==> src/rtl/gol_pkg.sv <==
// Shared definitions for the Game of Life MAX7219 display driver.
//  - MAX7219 register addresses
//  - top-level sequencing states and per-word serial sub-phases
//  - the power-up init word table
package gol_pkg;

  localparam logic [7:0] DIGIT0    = 8'h01;
  localparam logic [7:0] DECODE    = 8'h09;
  localparam logic [7:0] INTENSITY = 8'h0A;
  localparam logic [7:0] SCANLIM   = 8'h0B;
  localparam logic [7:0] SHUTDN    = 8'h0C;
  localparam logic [7:0] DISPTEST  = 8'h0F;

  localparam int INIT_WORDS = 5;
  localparam int ROWS       = 8;

  typedef enum logic [1:0] {
    ST_INIT  = 2'd0,
    ST_IDLE  = 2'd1,
    ST_FRAME = 2'd2
  } top_state_e;

  typedef enum logic [1:0] {
    PH_LOW   = 2'd0,
    PH_HIGH  = 2'd1,
    PH_LATCH = 2'd2,
    PH_GAP   = 2'd3
  } phase_e;

  // Init sequence: leave shutdown, scan all 8 digits, raw (no BCD decode),
  // set brightness, leave display-test mode.
  function automatic logic [15:0] init_word(input logic [2:0] idx, input logic [3:0] inten);
    case (idx)
      3'd0:    init_word = {SHUTDN, 8'h01};
      3'd1:    init_word = {SCANLIM, 8'h07};
      3'd2:    init_word = {DECODE, 8'h00};
      3'd3:    init_word = {INTENSITY, 4'h0, inten};
      3'd4:    init_word = {DISPTEST, 8'h00};
      default: init_word = 16'h0000;
    endcase
  endfunction

endpackage

==> src/rtl/gol_max7219_driver_if.sv <==
// MAX7219 three-wire serial bus.
//  cs_n : LOAD/CS, low for the duration of each word
//  sck  : serial clock, idles low
//  din  : serial data, MSB first
// master = driver side, slave = display/monitor side.
interface gol_max7219_driver_if;
  logic cs_n;
  logic sck;
  logic din;

  modport master (output cs_n, output sck, output din);
  modport slave  (input cs_n, input sck, input din);
endinterface

==> src/rtl/gol_spi_word_tx.sv <==
// Serialises one 16-bit MAX7219 word.
//  clka, reset : system clock, async active-high reset
//  start       : 1-cycle request, accepted when idle or in the final GAP cycle
//  word        : {addr, data}, sent bit15 first
//  done        : 1-cycle pulse in the final GAP cycle
//  cs_n/sck/din: registered serial outputs
// Each bit is LOW then HIGH for CLK_DIV cycles each, followed by LATCH and GAP,
// giving 34*CLK_DIV cycles per word. Accepting start in the final GAP cycle lets
// the parent chain words with no idle cycle in between.
module gol_spi_word_tx #(
  parameter int CLK_DIV = 4
) (
  input  logic        clka,
  input  logic        reset,
  input  logic        start,
  input  logic [15:0] word,
  output logic        done,
  output logic        cs_n,
  output logic        sck,
  output logic        din
);
  import gol_pkg::*;

  localparam int CW = $clog2(CLK_DIV + 1);
  localparam logic [CW-1:0] CNT_LAST = CW'(CLK_DIV - 1);

  logic          active, active_n;
  phase_e        phase, phase_n;
  logic [CW-1:0] cnt, cnt_n;
  logic [3:0]    bidx, bidx_n;
  logic [15:0]   sh, sh_n;
  logic          last, ready;

  assign last  = (cnt == CNT_LAST);
  assign done  = active && (phase == PH_GAP) && last;
  assign ready = !active || done;

  always_comb begin
    active_n = active;
    phase_n  = phase;
    cnt_n    = cnt;
    bidx_n   = bidx;
    sh_n     = sh;
    if (start && ready) begin
      active_n = 1'b1;
      phase_n  = PH_LOW;
      cnt_n    = '0;
      bidx_n   = 4'd15;
      sh_n     = word;
    end else if (active) begin
      if (!last) begin
        cnt_n = cnt + CW'(1);
      end else begin
        cnt_n = '0;
        case (phase)
          PH_LOW:  phase_n = PH_HIGH;
          PH_HIGH: begin
            if (bidx == 4'd0) begin
              phase_n = PH_LATCH;
            end else begin
              phase_n = PH_LOW;
              bidx_n  = bidx - 4'd1;
              sh_n    = {sh[14:0], 1'b0};
            end
          end
          PH_LATCH: phase_n = PH_GAP;
          default:  active_n = 1'b0;
        endcase
      end
    end
  end

  // Control state and registered pin outputs
  always_ff @(posedge clka or posedge reset) begin
    if (reset) begin
      active <= 1'b0;
      phase  <= PH_LOW;
      cnt    <= '0;
      bidx   <= 4'd15;
      cs_n   <= 1'b1;
      sck    <= 1'b0;
      din    <= 1'b0;
    end else begin
      active <= active_n;
      phase  <= phase_n;
      cnt    <= cnt_n;
      bidx   <= bidx_n;
      cs_n   <= !(active_n && (phase_n != PH_GAP));
      sck    <= active_n && (phase_n == PH_HIGH);
      din    <= active_n && ((phase_n == PH_LOW) || (phase_n == PH_HIGH)) && sh_n[15];
    end
  end

  // Shift register is pure data; gated by active/phase on the way out
  always_ff @(posedge clka) begin
    sh <= sh_n;
  end

endmodule

==> src/rtl/gol_max7219_driver.sv <==
// Drives an 8x8 LED matrix through a MAX7219 from the Game of Life cell grid.
//  clka, reset : system clock, async active-high reset
//  grid        : 64 cells, row r = grid[8r+7:8r]
//  update      : frame refresh request, level sampled each cycle
//  busy        : high during init or frame transmission
//  frame_done  : 1-cycle pulse in the final GAP cycle of the 8th row word
//  spi         : MAX7219 serial bus (cs_n, sck, din)
// Sends the 5-word init sequence after reset, then one 8-word frame per request.
// Requests arriving while busy coalesce into a single pending frame.
module gol_max7219_driver #(
  parameter int         CLK_DIV   = 4,
  parameter logic [3:0] INTENSITY = 4'h8
) (
  input  logic        clka,
  input  logic        reset,
  input  logic [63:0] grid,
  input  logic        update,
  output logic        busy,
  output logic        frame_done,
  gol_max7219_driver_if.master spi
);
  import gol_pkg::*;

  top_state_e  state, state_n;
  logic [2:0]  widx, widx_n;
  logic        first, first_n;
  logic        pending, pending_n;
  logic [63:0] snap;
  logic        snap_load;
  logic        tx_start, tx_done;
  logic [15:0] tx_word;
  logic [2:0]  sel;
  logic [63:0] row_src;
  logic [7:0]  row_data;
  logic [7:0]  row_addr;

  // first marks the opening word of a sequence, when the serialiser is idle;
  // otherwise the next word is launched on the done pulse of the current one.
  assign sel      = first ? widx : widx + 3'd1;
  // On a chained frame the snapshot is loaded on the same edge as the first
  // row word, so that word takes its data straight from grid.
  assign row_src  = (!first && (widx == 3'(ROWS - 1))) ? grid : snap;
  assign row_data = row_src[{sel, 3'b000} +: 8];
  assign row_addr = DIGIT0 + {5'b00000, sel};
  assign tx_word  = (state == ST_INIT) ? init_word(sel, INTENSITY) : {row_addr, row_data};
  assign busy     = (state != ST_IDLE);

  always_comb begin
    state_n    = state;
    widx_n     = widx;
    first_n    = first;
    pending_n  = pending;
    snap_load  = 1'b0;
    tx_start   = 1'b0;
    frame_done = 1'b0;
    case (state)
      ST_INIT: begin
        if (update) pending_n = 1'b1;
        if (first) begin
          tx_start = 1'b1;
          first_n  = 1'b0;
        end else if (tx_done) begin
          if (widx == 3'(INIT_WORDS - 1)) begin
            state_n = ST_IDLE;
            widx_n  = 3'd0;
          end else begin
            tx_start = 1'b1;
            widx_n   = sel;
          end
        end
      end
      ST_IDLE: begin
        if (update || pending) begin
          state_n   = ST_FRAME;
          snap_load = 1'b1;
          widx_n    = 3'd0;
          first_n   = 1'b1;
          pending_n = 1'b0;
        end
      end
      ST_FRAME: begin
        if (update) pending_n = 1'b1;
        if (first) begin
          tx_start = 1'b1;
          first_n  = 1'b0;
        end else if (tx_done) begin
          if (widx != 3'(ROWS - 1)) begin
            tx_start = 1'b1;
            widx_n   = sel;
          end else begin
            frame_done = 1'b1;
            widx_n     = 3'd0;
            if (pending || update) begin
              tx_start  = 1'b1;
              snap_load = 1'b1;
              pending_n = 1'b0;
            end else begin
              state_n = ST_IDLE;
            end
          end
        end
      end
      default: state_n = ST_INIT;
    endcase
  end

  // Sequencing control
  always_ff @(posedge clka or posedge reset) begin
    if (reset) begin
      state   <= ST_INIT;
      widx    <= 3'd0;
      first   <= 1'b1;
      pending <= 1'b0;
    end else begin
      state   <= state_n;
      widx    <= widx_n;
      first   <= first_n;
      pending <= pending_n;
    end
  end

  // Frame snapshot (data only)
  always_ff @(posedge clka) begin
    if (snap_load) snap <= grid;
  end

  gol_spi_word_tx #(.CLK_DIV(CLK_DIV)) u_tx (
    .clka  (clka),
    .reset (reset),
    .start (tx_start),
    .word  (tx_word),
    .done  (tx_done),
    .cs_n  (spi.cs_n),
    .sck   (spi.sck),
    .din   (spi.din)
  );

endmodule

==> src/flat_wrapper.sv <==
// flat-port wrapper written by rule: the top's interface ports become plain ports
module gol_max7219_driver_flat import gol_pkg::*;
#(
  parameter int         CLK_DIV   = 4,
  parameter logic [3:0] INTENSITY = 4'h8
)
  (clka, reset, grid, update, busy, frame_done, spi_cs_n, spi_sck, spi_din);
  gol_max7219_driver_if spi_i ();
  input  logic clka;
  input  logic reset;
  input  logic [63:0] grid;
  input  logic update;
  output logic busy;
  output logic frame_done;
  output wire logic [$bits(spi_i.cs_n)-1:0] spi_cs_n;
  output wire logic [$bits(spi_i.sck)-1:0] spi_sck;
  output wire logic [$bits(spi_i.din)-1:0] spi_din;
  assign spi_cs_n = spi_i.cs_n;
  assign spi_sck = spi_i.sck;
  assign spi_din = spi_i.din;
  gol_max7219_driver #(.CLK_DIV(CLK_DIV), .INTENSITY(INTENSITY)) u_core (.clka(clka), .reset(reset), .grid(grid), .update(update), .busy(busy), .frame_done(frame_done), .spi(spi_i));
endmodule
==> config.mk <==
export PLATFORM = sky130hd
export DESIGN_NAME = gol_max7219_driver_flat
export DESIGN_NICKNAME = d
export VERILOG_FILES = /design/src/rtl/gol_pkg.sv /design/src/rtl/gol_max7219_driver_if.sv /design/src/rtl/gol_spi_word_tx.sv /design/src/rtl/gol_max7219_driver.sv /design/src/flat_wrapper.sv
export SDC_FILE = /design/constraint.sdc
export NUM_CORES = 1
export LEC_CHECK = 0
export CORE_MARGIN = 2
export CORE_UTILIZATION = 44
export DETAILED_ROUTE_END_ITERATION = 8
export HOLD_SLACK_MARGIN = 0.12
export PLACE_DENSITY = 0.66
export RECOVER_POWER = 100
export SYNTH_ARGS = -nofsm -noshare
export SYNTH_HDL_FRONTEND = slang
export SYNTH_HIERARCHICAL = 1
export SYNTH_SLANG_ARGS = --single-unit
==> constraint.sdc <==
create_clock -name clka -period 4.9 [get_ports clka]
set_clock_uncertainty 0.15 [all_clocks]
set_input_delay 0.49 -clock clka [delete_from_list [all_inputs] [get_ports clka]]
set_output_delay 0.49 -clock clka [all_outputs]
set_load 0.1 [all_outputs]
==> results.yml <==
status:
  status: "finished with violations"
  violations: "capacitance limit, slew limit"
clock_tree:
  clockBufferDepth: 2
  clk_pin_slew_ps: 70
  cts_tree: "built"
  cts_buffers: 9
  cts_resized: 0
  htreeDepth: 3
  postCtsHoldBufs: 0
  cts.sinks: 100
  postCtsSetupBuffers: 0
  clock-root-buffer: "clkbuf_16"
  insertion_delay_ps: 350
yosys:
  synth_flop_cell: "edfxtp_1"
  ys_async_sr_fraction_pct: 20.0
  ys_seq_elements: 100
  synthCells: 441
  synth_area_um2: 5210
  synth_cell_types: 62
  yosysWarnings: 6
  synth_edf_count: 79
  syn_area_per_cell_um2: 11.8
  ys_seq_area_share_pct: 55.7
power:
  p_leak_nw: 2.35
  swShare_pct: 40.9
  power_frac_comb_pct: 43.3
  p_switching_mw: 1.47
  p_clk_share_pct: 19.2
  peakVddDrop_v: 0.000377
  power_density_nw_per_um2: 577
  p_seq_share_pct: 37.5
  p_int_mw: 2.12
place:
  place.detailed.hpwl_um: 8480
  port_buffers: 71
  place_ws_ps: 1490
  gp_congestion: 0.821
setup_path:
  worstReg2RegStart: "u_core/widx[0]"
  rr_endpoint: "u_core/snap[53]"
  startpoint_type: "flop"
  crit_end: "u_core/snap[53]"
  slowest_stage: "dfrtp_1"
  regToRegSetupSlack_ps: 970
  cp_common_cell: "ha_1"
  crit_fanout: 27
  critical-path-max-stage-delay_ps: 720
  end_kind: "flop"
  path_class: "flop to flop"
  cp.required_ps: 4740
  cp_cell_sequence: "ha_1 -> ha_1 -> and2b_1 -> buf_4 -> and3_1 -> o221a_1 -> clkbuf_2"
  critPathLaunch: "u_core/widx[0]"
  reg2reg_depth: 7
  crit_arrival_ps: 3780
sta:
  worst_pin_slew_ps: 2270
  fin_worst_hold_slack_ps: 310
  rsz0062_at_grt: "no"
  fin_tns_setup_ps: 0
  post-route-period-util_pct: 80.3
  fin_ws_ps: 965
  post-route-min-period_ps: 3930
  finalHoldViolations: 0
  relSlewSlack_pct: -52.5
  drv_slew: 20
  max_freq_mhz: 254
  finalSetupViolCount: 0
finish:
  final_cell_mix: "edfxtp_1 (79), dlygate4sd3_1 (69), nand2_1 (66), a21oi_1 (37), mux2i_1 (36)"
  drive_gt1_share_pct: 8.40
  syn2layout_area_growth_pct: 19.5
  final_common_cell: "edfxtp_1"
  fin_nets: 585
  diodes: 0
floorplan:
  fp.dieW_um: 113
  die_h_um: 113
  io_pins: 72
  rows: 39
  dieArea_um2: 12700
  core_um2: 11500
  start_util_pct: 45.4
route:
  vias_per_cell: 5.80
  vias: 3797
  routed_wl_um: 12100
  initialDrtViolationCount: 322
  final_antenna_net_count: 0
  drc: 0
  avgRoutedWirePerCell_um: 18.4
  route.met3.wl_um: 685
  wl_met2_um: 5750
  top_layer: "met4"
  dr.pass1.iters: 5
  drt-met1-wl_um: 5500
global_routing:
  grt_max_degree: 37
  antenna_found_initial: 0
  grt_pass1_wl_um: 19700
  first_global_vias: 3707
  track_usage_pct: 19.9
  overflow: 0
worst_hold_path:
  min_path_type: "flop to flop"
job:
  maxCapViolCount: 1
==> worst min path at each step <==
stage / end / depth (start not counted) / from
3_5_place_dp: u_core/u_tx/sh[15] / 2 / u_core/u_tx/sh[15]
5_1_grt: u_core/u_tx/sh[15] / 2 / u_core/u_tx/sh[15]
3_3_place_gp: u_core/u_tx/sh[15] / 2 / u_core/u_tx/sh[15]
4_1_cts: u_core/state[1] / 2 / reset
6_report: u_core/u_tx/sh[15] / 2 / u_core/u_tx/sh[15]
2_1_floorplan: u_core/pending / 1 / reset
==> cell usage after synthesis, drive strengths merged (4+ instances only) <==
cell type	instances	area, µm²
dfrtp	14	350
nor2b	4	25.0
nand3	6	30.0
a22o	16	140
o22ai	12	75.1
nor3	9	56.3
nand2	66	248
mux2i	36	360
dfstp	6	158
buf	21	165
o221ai	4	41.3
nor2	17	63.8
mux4	5	113
nor4	9	56.3
a21oi	38	194
inv	17	63.8
o21ai	15	75.1
a31oi	5	37.5
clkbuf	6	22.5
edfxtp	79	2370
ha	11	138
==> registers in the layout, indices dropped and copies added (netlist names) <==
signal / cells
u_core/u_tx/cs_n: 1
u_core/first: 1
u_core/u_tx/sck: 1
u_core/u_tx/phase: 2
u_core/u_tx/din: 1
u_core/u_tx/cnt: 3
u_core/u_tx/active: 1
u_core/pending: 1
u_core/widx: 3
u_core/state: 2
u_core/snap: 64
u_core/u_tx/sh: 16
u_core/u_tx/bidx: 4
==> power by group through the flow <==
stage	Combinational (mW)	Clock, mW	Sequential, mW
CTS	1.58	0.704	1.35
global route	1.71	0.735	1.37
floorplan	1.16	0	1.38
finish	1.56	0.689	1.35
global placement	1.54	0	1.35
detailed placement	1.57	0	1.36
==> metal layers <==
metal | vias up | GRT usage, %
li1 | 1783 | -
met1 | 1874 | 27.9
met2 | 127 | 31.1
met3 | 13 | 5.36
met4 | 0 | 4.63
met5 | - | 0
==> metrics by stage <==
stage / power (mW) / util (%) / instances / cell area, µm²
3_5_place_dp: 2.93 / 52.1 / 639 / 5970
3_3_place_gp: 2.89 / 52.1 / 639 / 5970
2_1_floorplan: 2.54 / - / 445 / 5220
6_report: 3.59 / 54.3 / 655 / 6220
4_1_cts: 3.63 / 54.6 / 655 / 6260
5_1_grt: 3.82 / 54.3 / 655 / 6220
==> critical path: cells and delay by family (launching register included) <==
family	cells	cell delay, ps
DFF	1	720
adders and majority gates	2	560
buffers and inverters	2	960
and+or+nand+nor	2	420
AOI/OAI and AO/OA	1	720
==> kinds of logic (layout without fill, tap and decap cells) <==
family	Yosys count	count (layout)	share of synthesized area, %
multiplexers	44	44	9.80
flip-flops	100	100	55.7
XOR/XNOR	2	2	0.481
other	1	5	0.0720
adder cells (fa/ha/maj)	11	11	2.64
AND/OR/NAND/NOR	127	127	11.9
AO/OA/AOI/OAI	112	112	14.6
buffers and inverters	44	111	4.83
==> cell type report <==
class	count	area, µm²
clock buffers	9	225
repair buffers	78	751
multi-input cells	301	2040
inverters	17	63.8
well taps	143	179
fillers	980	5250
clock inverters	7	58.8
flip-flops and latches	100	2900
(Power assumes the default switching activity.)
